[src/rtl/ifu_fetch_align_pkg.sv]
// Shared types and helpers for the instruction fetch/align stage.
package ifu_pkg;

  localparam int PARCEL_W = 16;

  typedef logic [PARCEL_W-1:0] parcel_t;

  // Low two bits of a parcel that mark the start of a 32-bit instruction.
  localparam logic [1:0] ILEN_32_CODE = 2'b11;

  // Number of parcels moved into or out of the parcel buffer in one cycle.
  typedef enum logic [1:0] {
    XFER_NONE = 2'd0,
    XFER_ONE  = 2'd1,
    XFER_TWO  = 2'd2
  } xfer_t;

  // A parcel starts a compressed (16-bit) instruction unless its low bits are 2'b11.
  function automatic logic is_rvc(input parcel_t p);
    return p[1:0] != ILEN_32_CODE;
  endfunction

endpackage

[src/rtl/ifu_fetch_align_if.sv]
// Instruction-memory request/response bus between the fetch stage and memory.
interface ifu_fetch_align_if;

  logic        imem_req_valid;
  logic        imem_req_ready;
  logic [31:0] imem_req_addr;
  logic        imem_rsp_valid;
  logic [31:0] imem_rsp_data;

  // Fetch stage side: issues word requests, receives words in request order.
  modport master (
    output imem_req_valid,
    output imem_req_addr,
    input  imem_req_ready,
    input  imem_rsp_valid,
    input  imem_rsp_data
  );

  // Memory side.
  modport slave (
    input  imem_req_valid,
    input  imem_req_addr,
    output imem_req_ready,
    output imem_rsp_valid,
    output imem_rsp_data
  );

endinterface

[src/rtl/ifu_fetch_align_parcel_fifo.sv]
// Circular buffer of 16-bit instruction parcels. Up to two parcels pushed and
// up to two popped per cycle; the two oldest entries are visible as head0/head1.
module parcel_fifo
  import ifu_pkg::*;
#(
  parameter int DEPTH = 4
) (
  input  logic                   clk,
  input  logic                   rst,
  input  logic                   flush,
  input  xfer_t                  push_n,
  input  parcel_t                push_p0,
  input  parcel_t                push_p1,
  input  xfer_t                  pop_n,
  output parcel_t                head0,
  output parcel_t                head1,
  output logic [$clog2(DEPTH):0] count
);

  localparam int PTR_W = $clog2(DEPTH);
  localparam int CNT_W = PTR_W + 1;

  parcel_t            store [DEPTH];
  logic [PTR_W-1:0]   rd_ptr;
  logic [PTR_W-1:0]   wr_ptr;
  logic [PTR_W-1:0]   rd_ptr_p1;
  logic [PTR_W-1:0]   wr_ptr_p1;

  // DEPTH is a power of two, so pointers wrap by plain overflow.
  assign rd_ptr_p1 = rd_ptr + PTR_W'(1);
  assign wr_ptr_p1 = wr_ptr + PTR_W'(1);

  assign head0 = store[rd_ptr];
  assign head1 = store[rd_ptr_p1];

  // Parcel storage write; the lower parcel of a word always lands first.
  // NOTE: the data array has no reset -- count/pointers alone say which
  // entries are live, and leaving the array unreset lets it map to plain RAM.
  always_ff @(posedge clk) begin
    // NOTE: sequential state uses <= so every flop samples pre-edge values,
    // independent of statement order.
    if (push_n != XFER_NONE) store[wr_ptr] <= push_p0;
    if (push_n == XFER_TWO)  store[wr_ptr_p1] <= push_p1;
  end

  // Pointer and occupancy update; flush empties the buffer in one cycle.
  always_ff @(posedge clk) begin
    if (rst || flush) begin
      rd_ptr <= '0;
      wr_ptr <= '0;
      count  <= '0;
    end else begin
      rd_ptr <= rd_ptr + PTR_W'(pop_n);
      wr_ptr <= wr_ptr + PTR_W'(push_n);
      count  <= count + CNT_W'(push_n) - CNT_W'(pop_n);
    end
  end

  // The request gate upstream reserves room for every word in flight, so
  // these can only fire on a design error.
  no_overflow: assert property (@(posedge clk) disable iff (rst || flush)
    (int'(count) + int'(push_n) - int'(pop_n)) <= DEPTH);

  no_underflow: assert property (@(posedge clk) disable iff (rst || flush)
    int'(pop_n) <= int'(count));

endmodule

[src/rtl/ifu_fetch_align.sv]
// Fetch/align stage: owns the fetch PC, issues word-aligned imem requests,
// buffers returned parcels and presents one aligned RV32IC instruction per
// cycle to decode, together with its PC.
module ifu_fetch_align
  import ifu_pkg::*;
#(
  parameter logic [31:0] RESET_PC    = 32'h0000_0000,
  parameter int          BUF_PARCELS = 4,
  parameter int          MAX_OUTST   = 2
) (
  input  logic                      clk,
  input  logic                      rst,
  input  logic [31:0]               next_pc,
  input  logic                      redirect,
  ifu_fetch_align_if.master         imem,
  input  logic                      id_ready,
  output logic                      ins_valid_l0,
  output logic [31:0]               ins_l0,
  output logic [1:0]                ins_2bit_l0,
  output logic [31:0]               pc_l0
);

  localparam int CNT_W  = $clog2(BUF_PARCELS) + 1;
  localparam int OST_W  = $clog2(MAX_OUTST + 1);
  localparam int GATE_W = CNT_W + OST_W + 2;

  parcel_t            head0;
  parcel_t            head1;
  logic [CNT_W-1:0]   count;
  xfer_t              push_n;
  parcel_t            push_p0;
  parcel_t            push_p1;
  xfer_t              pop_n;

  logic [31:0]        fetch_addr;
  logic               drop_low;
  logic [OST_W-1:0]   outstanding;
  logic [OST_W-1:0]   outstanding_nxt;
  logic [OST_W-1:0]   drop_cnt;

  logic               head_is_32;
  logic               complete;
  logic               consume;
  logic [GATE_W-1:0]  committed;
  logic               req_fire;
  logic               rsp_drop;
  logic               rsp_keep;

  parcel_fifo #(.DEPTH(BUF_PARCELS)) u_fifo (
    .clk     (clk),
    .rst     (rst),
    .flush   (redirect),
    .push_n  (push_n),
    .push_p0 (push_p0),
    .push_p1 (push_p1),
    .pop_n   (pop_n),
    .head0   (head0),
    .head1   (head1),
    .count   (count)
  );

  // Align: a 32-bit instruction needs both head parcels present.
  assign head_is_32   = !is_rvc(head0);
  assign complete     = head_is_32 ? (count >= CNT_W'(2)) : (count != '0);
  assign ins_valid_l0 = complete && !redirect;
  assign ins_l0       = head_is_32 ? {head1, head0} : {16'h0000, head0};
  assign ins_2bit_l0  = (count == '0) ? 2'b00 : head0[1:0];
  assign consume      = ins_valid_l0 && id_ready;

  // Parcels already buffered plus two per word still owed by memory (words
  // that will be dropped excluded), plus the word about to be requested.
  assign committed = GATE_W'(count)
                   + (GATE_W'(outstanding - drop_cnt) << 1)
                   + GATE_W'(2);

  assign imem.imem_req_valid = !rst && !redirect
                            && (committed <= GATE_W'(BUF_PARCELS))
                            && (outstanding < OST_W'(MAX_OUTST));
  assign imem.imem_req_addr  = fetch_addr;

  assign req_fire = imem.imem_req_valid && imem.imem_req_ready;
  assign rsp_drop = imem.imem_rsp_valid && (drop_cnt != '0);
  assign rsp_keep = imem.imem_rsp_valid && (drop_cnt == '0);

  // Words in flight after this edge, counting this cycle's request and response.
  assign outstanding_nxt = outstanding + OST_W'(req_fire) - OST_W'(imem.imem_rsp_valid);

  // Pop the head instruction's parcels when decode takes it.
  always_comb begin
    // NOTE: every output of a combinational block gets a default first, so no
    // path leaves it unassigned and no latch is inferred.
    pop_n = XFER_NONE;
    if (consume) pop_n = head_is_32 ? XFER_TWO : XFER_ONE;
  end

  // Push a returned word; after a jump to a half-word target only the upper parcel is kept.
  always_comb begin
    push_n  = XFER_NONE;
    push_p0 = imem.imem_rsp_data[15:0];
    push_p1 = imem.imem_rsp_data[31:16];
    if (rsp_keep && !redirect) begin
      if (drop_low) begin
        push_n  = XFER_ONE;
        push_p0 = imem.imem_rsp_data[31:16];
      end else begin
        push_n  = XFER_TWO;
      end
    end
  end

  // PC, fetch address and in-flight bookkeeping; redirect overrides everything else.
  always_ff @(posedge clk) begin
    if (rst) begin
      pc_l0       <= RESET_PC;
      fetch_addr  <= RESET_PC & ~32'h3;
      drop_low    <= RESET_PC[1];
      outstanding <= '0;
      drop_cnt    <= '0;
    end else begin
      outstanding <= outstanding_nxt;
      if (redirect) begin
        pc_l0      <= next_pc;
        fetch_addr <= next_pc & ~32'h3;
        drop_low   <= next_pc[1];
        drop_cnt   <= outstanding_nxt;
      end else begin
        if (consume)             pc_l0      <= next_pc;
        if (req_fire)            fetch_addr <= fetch_addr + 32'd4;
        if (rsp_drop)            drop_cnt   <= drop_cnt - OST_W'(1);
        if (rsp_keep && drop_low) drop_low  <= 1'b0;
      end
    end
  end

endmodule
[src/flat_wrapper.sv]
// flat-port wrapper written by rule: the top's interface ports become plain ports
module ifu_fetch_align_flat import ifu_pkg::*;
#(
  parameter logic [31:0] RESET_PC    = 32'h0000_0000,
  parameter int          BUF_PARCELS = 4,
  parameter int          MAX_OUTST   = 2
)
  (clk, rst, next_pc, redirect, id_ready, ins_valid_l0, ins_l0, ins_2bit_l0, pc_l0, imem_imem_req_valid, imem_imem_req_addr, imem_imem_req_ready, imem_imem_rsp_valid, imem_imem_rsp_data);
  ifu_fetch_align_if imem_i ();
  input  logic clk;
  input  logic rst;
  input  logic [31:0] next_pc;
  input  logic redirect;
  input  logic id_ready;
  output logic ins_valid_l0;
  output logic [31:0] ins_l0;
  output logic [1:0] ins_2bit_l0;
  output logic [31:0] pc_l0;
  output wire logic [$bits(imem_i.imem_req_valid)-1:0] imem_imem_req_valid;
  output wire logic [$bits(imem_i.imem_req_addr)-1:0] imem_imem_req_addr;
  input wire logic [$bits(imem_i.imem_req_ready)-1:0] imem_imem_req_ready;
  input wire logic [$bits(imem_i.imem_rsp_valid)-1:0] imem_imem_rsp_valid;
  input wire logic [$bits(imem_i.imem_rsp_data)-1:0] imem_imem_rsp_data;
  assign imem_imem_req_valid = imem_i.imem_req_valid;
  assign imem_imem_req_addr = imem_i.imem_req_addr;
  assign imem_i.imem_req_ready = imem_imem_req_ready;
  assign imem_i.imem_rsp_valid = imem_imem_rsp_valid;
  assign imem_i.imem_rsp_data = imem_imem_rsp_data;
  ifu_fetch_align #(.RESET_PC(RESET_PC), .BUF_PARCELS(BUF_PARCELS), .MAX_OUTST(MAX_OUTST)) u_core (.clk(clk), .rst(rst), .next_pc(next_pc), .redirect(redirect), .imem(imem_i), .id_ready(id_ready), .ins_valid_l0(ins_valid_l0), .ins_l0(ins_l0), .ins_2bit_l0(ins_2bit_l0), .pc_l0(pc_l0));
endmodule
[config.mk]
export PLATFORM = sky130hd
export DESIGN_NAME = ifu_fetch_align_flat
export DESIGN_NICKNAME = d
export VERILOG_FILES = /design/src/rtl/ifu_fetch_align_pkg.sv /design/src/rtl/ifu_fetch_align_if.sv /design/src/rtl/ifu_fetch_align_parcel_fifo.sv /design/src/rtl/ifu_fetch_align.sv /design/src/flat_wrapper.sv
export SDC_FILE = /design/constraint.sdc
export NUM_CORES = 1
export LEC_CHECK = 0
export CAP_MARGIN = 10
export CORE_ASPECT_RATIO = 0.9
export CORE_MARGIN = 4
export CORE_UTILIZATION = 40
export CTS_BUF_LIST = sky130_fd_sc_hd__clkbuf_4 sky130_fd_sc_hd__clkbuf_8 sky130_fd_sc_hd__clkbuf_16
export DETAILED_ROUTE_END_ITERATION = 10
export PLACE_DENSITY = 0.72
export REMOVE_ABC_BUFFERS = 1
export SKIP_CTS_REPAIR_TIMING = 1
export SLEW_MARGIN = 25
export SYNTH_ARGS = -nofsm -noshare
export SYNTH_HDL_FRONTEND = slang
export SYNTH_HIERARCHICAL = 1
export SYNTH_SLANG_ARGS = --single-unit
export TNS_END_PERCENT = 1
[constraint.sdc]
create_clock -name clk -period 3.7 [get_ports clk]
set_clock_uncertainty 0.1 [all_clocks]
set_input_delay 0.74 -clock clk [delete_from_list [all_inputs] [get_ports clk]]
set_output_delay 0.74 -clock clk [all_outputs]
set_load 0.005 [all_outputs]
==> key figures <==
Outcome
  • Failing checks: negative setup slack
  • Status: finished, violations left

GRT
  • First-pass GRT wire length: 33.05 mm
  • Initial antenna violation count: 0
  • Vias in the first global route: 5967
  • Gr usage total: 19.12%
  • Largest net degree at the start of global routing: slightly above 70
  • GRT Residual Overflow: 0

Setup path
  • Critical Path Fanout Max: 2
  • Kind of critical path: flop to primary output
  • Worst path max stage delay: 540 ps
  • CP top delay family: adder cells
  • Critical Path AT: 2970 ps
  • Type of origin of the critical path: flop
  • Critical Path RT: 2860 ps
  • Crit-path slowest cell: fa_1
  • Critical path cell sequence: inv_2 > ha_4 > fa_1 > inv_2 > ha_4 > ha_4 > inv_2 > fa_2 > nor4b_4 > o211a_1 > buf_2
  • Bufs and invs on worst path: 4
  • Endpoint class of the critical path: primary output

Logic synthesis
  • Mapped Area: between 7000 and 8000 sq um
  • Syn avg cell area: 11.13 sq um
  • Synth Flop Type: dfxtp_1
  • Number of enable flip-flop cells after synthesis: between 60 and 70
  • #FFs+latches synth: between 100 and 150
  • Synth top area cells: edfxtp_1 25%, dfxtp_1 19%, mux2_2 10%
  • Gate Count Post-Synth: 694
  • Post-synth top area share: 24.89%
  • Synth Warn #: 6
  • FFs w/ async S/R, synth: 0%
  • Cell taking the most area after synthesis: edfxtp_1
  • Synth cell types: 69
  • Post-synthesis sequential area ratio: 44.07%

Clocking
  • H-tree depth: 4
  • Clock latency on the worst-skew pair: 420 ps
  • Clock-pin slew on the worst setup and hold paths: 60 ps
  • CTS buffer count: 17
  • Clk buf depth: 2
  • Root Driver: clkbuf_16
  • Clock sink total: around 140
  • TritonCTS clock tree: yes

Hold path
  • Hold crit path type: flop to flop

Routing
  • # DRC: 0
  • 1st-iter DRT viols: 359
  • Final WL: 21.10 mm
  • Drt wl/cell: about 19 um
  • Vias/cell: 5.421
  • Remaining antenna violation count: 0
  • Vias: 6077
  • 1st-pass router iterations: 5

STA
  • Final period util: 102.9%
  • Setup violators final: 2
  • Setup WS post-layout: -107.0 ps
  • Setup Total Neg Slack: -161.7 ps
  • RSZ-0062 raised after global routing: yes
  • Fmax: roughly 0.26 GHz
  • Final Max Tran Viols: 0
  • Tightest Pin Transition: about 800 ps
  • WHS: 349.1 ps
  • Slew headroom: 47.70%
  • Hold violation total from the final report: 0
  • Minimum clock period: approximately 3800 ps

Finish
  • Layout area overhead: 35.03%
  • Post-Layout Cell Count: 1121
  • Layout cells sized above 1: between 20% and 30%
  • Register Area: 3407 sq um
  • Fill cells: 1591
  • Final #Nets: 950
  • Multi-input logic area: 4060 sq um

Die
  • Core area: around 19000 sq um
  • IO Pins: 170
  • Die height: 139.8 um
  • Die Footprint: 21600 sq um
  • Initial Util: 41.30%
  • Die X: 154.5 um
  • Row count: 47

Place
  • Detailed placement HPWL: 14.29 mm
  • Port Buffers: about 170
  • Dpl cells: 1087
  • Gp weighted congestion: 0.7957

Pwr
  • P_leak: roughly 3.8 nW
  • Overall power: 4.657 mW
  • Pwr/cell area: 446.6 nW/um^2
  • Largest vdd supply drop: about 0.3 mV

Run
  • Max Cap Viol: 0
==> layout by cell type, fill, tap and decap left out, types with 3 or more instances in the layout <==
cell               n
clkbuf_16         20
or3_1              7
o211ai_1           4
mux2_4            10
inv_6              3
nand3_1           11
nor3_1            13
and3_1            22
a21oi_1           64
o21ai_1           16
a32oi_1            5
inv_1             21
fa_1               3
and2_1             6
nand4_1            5
nor4_2             3
dfxtp_2            3
nor2b_1            5
nor2_1            26
mux2_2            70
clkinv_4           4
buf_4             27
inv_2              3
ha_1               9
edfxtp_1          64
nand2_1           94
ha_4               4
nand2b_1           4
clkdlybuf4s50_1  165
a31oi_1           14
dfxtp_1           71
mux4_2            32
o21ai_0            4
==> sequential cells by signal, indices dropped and copies added (netlist names) <==
name and count:
u_core/u_fifo/store 64, u_core/pc_l0 32, u_core/imem.imem_req_addr 30, u_core/u_fifo/count 3
u_core/drop_cnt 2, u_core/outstanding 2, u_core/u_fifo/rd_ptr 2, u_core/u_fifo/wr_ptr 2
u_core/drop_low 1
==> logic make-up (layout without fill, tap and decap cells) <==
logic type | after synthesis | in the layout | synth area share [%]
and+or+nand+nor | 217 | 217 | 15.12
DFF | 138 | 138 | 44.07
AOI/OAI and AO/OA | 125 | 125 | 9.430
muxes | 114 | 114 | 21.74
buffers and inverters | 75 | 255 | 5.055
adders and majority gates | 18 | 18 | 3.305
xor gates and xnor gates | 6 | 6 | 1.231
other | 1 | 3 | 0.04856
==> synthesized netlist by cell type (14+ instances only) <==
library cell / instances
nand2_1: 94
clkbuf_1: 21
mux4_2: 32
and3_1: 22
ha_1: 14
mux2_2: 70
o21ai_0: 16
nor2_1: 26
inv_1: 24
a21oi_1: 66
dfxtp_1: 74
a31oi_1: 14
edfxtp_1: 64
==> layer usage <==
layer  vias to the layer above  share of wire (%)  global-route usage (%)
li1                       2912                  -                       -
met5                         -                  0                       0
met2                       163                 50                   31.71
met3                        14                4.1                   3.570
met1                      2988                 45                   25.93
met4                         0                1.1                   4.926
==> path summary, 6_finish.rpt <==
check | slack, ps | endpoint | from | cells after the start
max | -110 | imem_imem_req_valid | u_core/outstanding[0]$_SDFF_PP0_ | 11
min | 350 | u_core/pc_l0[1]$_SDFFE_PP0P_ | u_core/pc_l0[1]$_SDFFE_PP0P_ | 2
max reg2reg | -50 | u_core/drop_cnt[1]$_SDFFE_PP0P_ | u_core/outstanding[0]$_SDFF_PP0_ | 18
min reg2reg | 350 | u_core/pc_l0[1]$_SDFFE_PP0P_ | u_core/pc_l0[1]$_SDFFE_PP0P_ | 2
==> tightest hold or removal path: stages, from the launching register on <==
cell	delay (ps)
dfxtp_1	300
nand2_1	50
a21oi_1	50
==> report_power, final <==
group | internal [mW] | switching, mW | leakage, nW | total (mW)
Clock | 1.09 | 0.680 | 0.307 | 1.77
Combinational | 0.597 | 0.495 | 2.29 | 1.09
Sequential | 1.71 | 0.0795 | 1.19 | 1.79
==> stage by stage <==
stage,cell area (sq um),util [%],setup slack (ps)
finish,10430,55.76,-107.0
global route,10430,55.75,-229.6
CTS,10280,54.98,-618.3
detailed placement,9654,51.63,-185.5
global placement,9654,51.63,-86.71
floorplan,7432,-,-568.9
==> area by class of cell <==
type                       instances  share of cell area, %
clock buffer                      23                  5.076
tap                              245                  2.940
clock inverter                     9                 0.9479
sequential                       138                  32.67
timing repair buffer             198                  18.48
antenna                            1                0.02400
inverter                          25                 0.9239
multi-input combinational        482                  38.94
(Power assumes the default switching activity.)
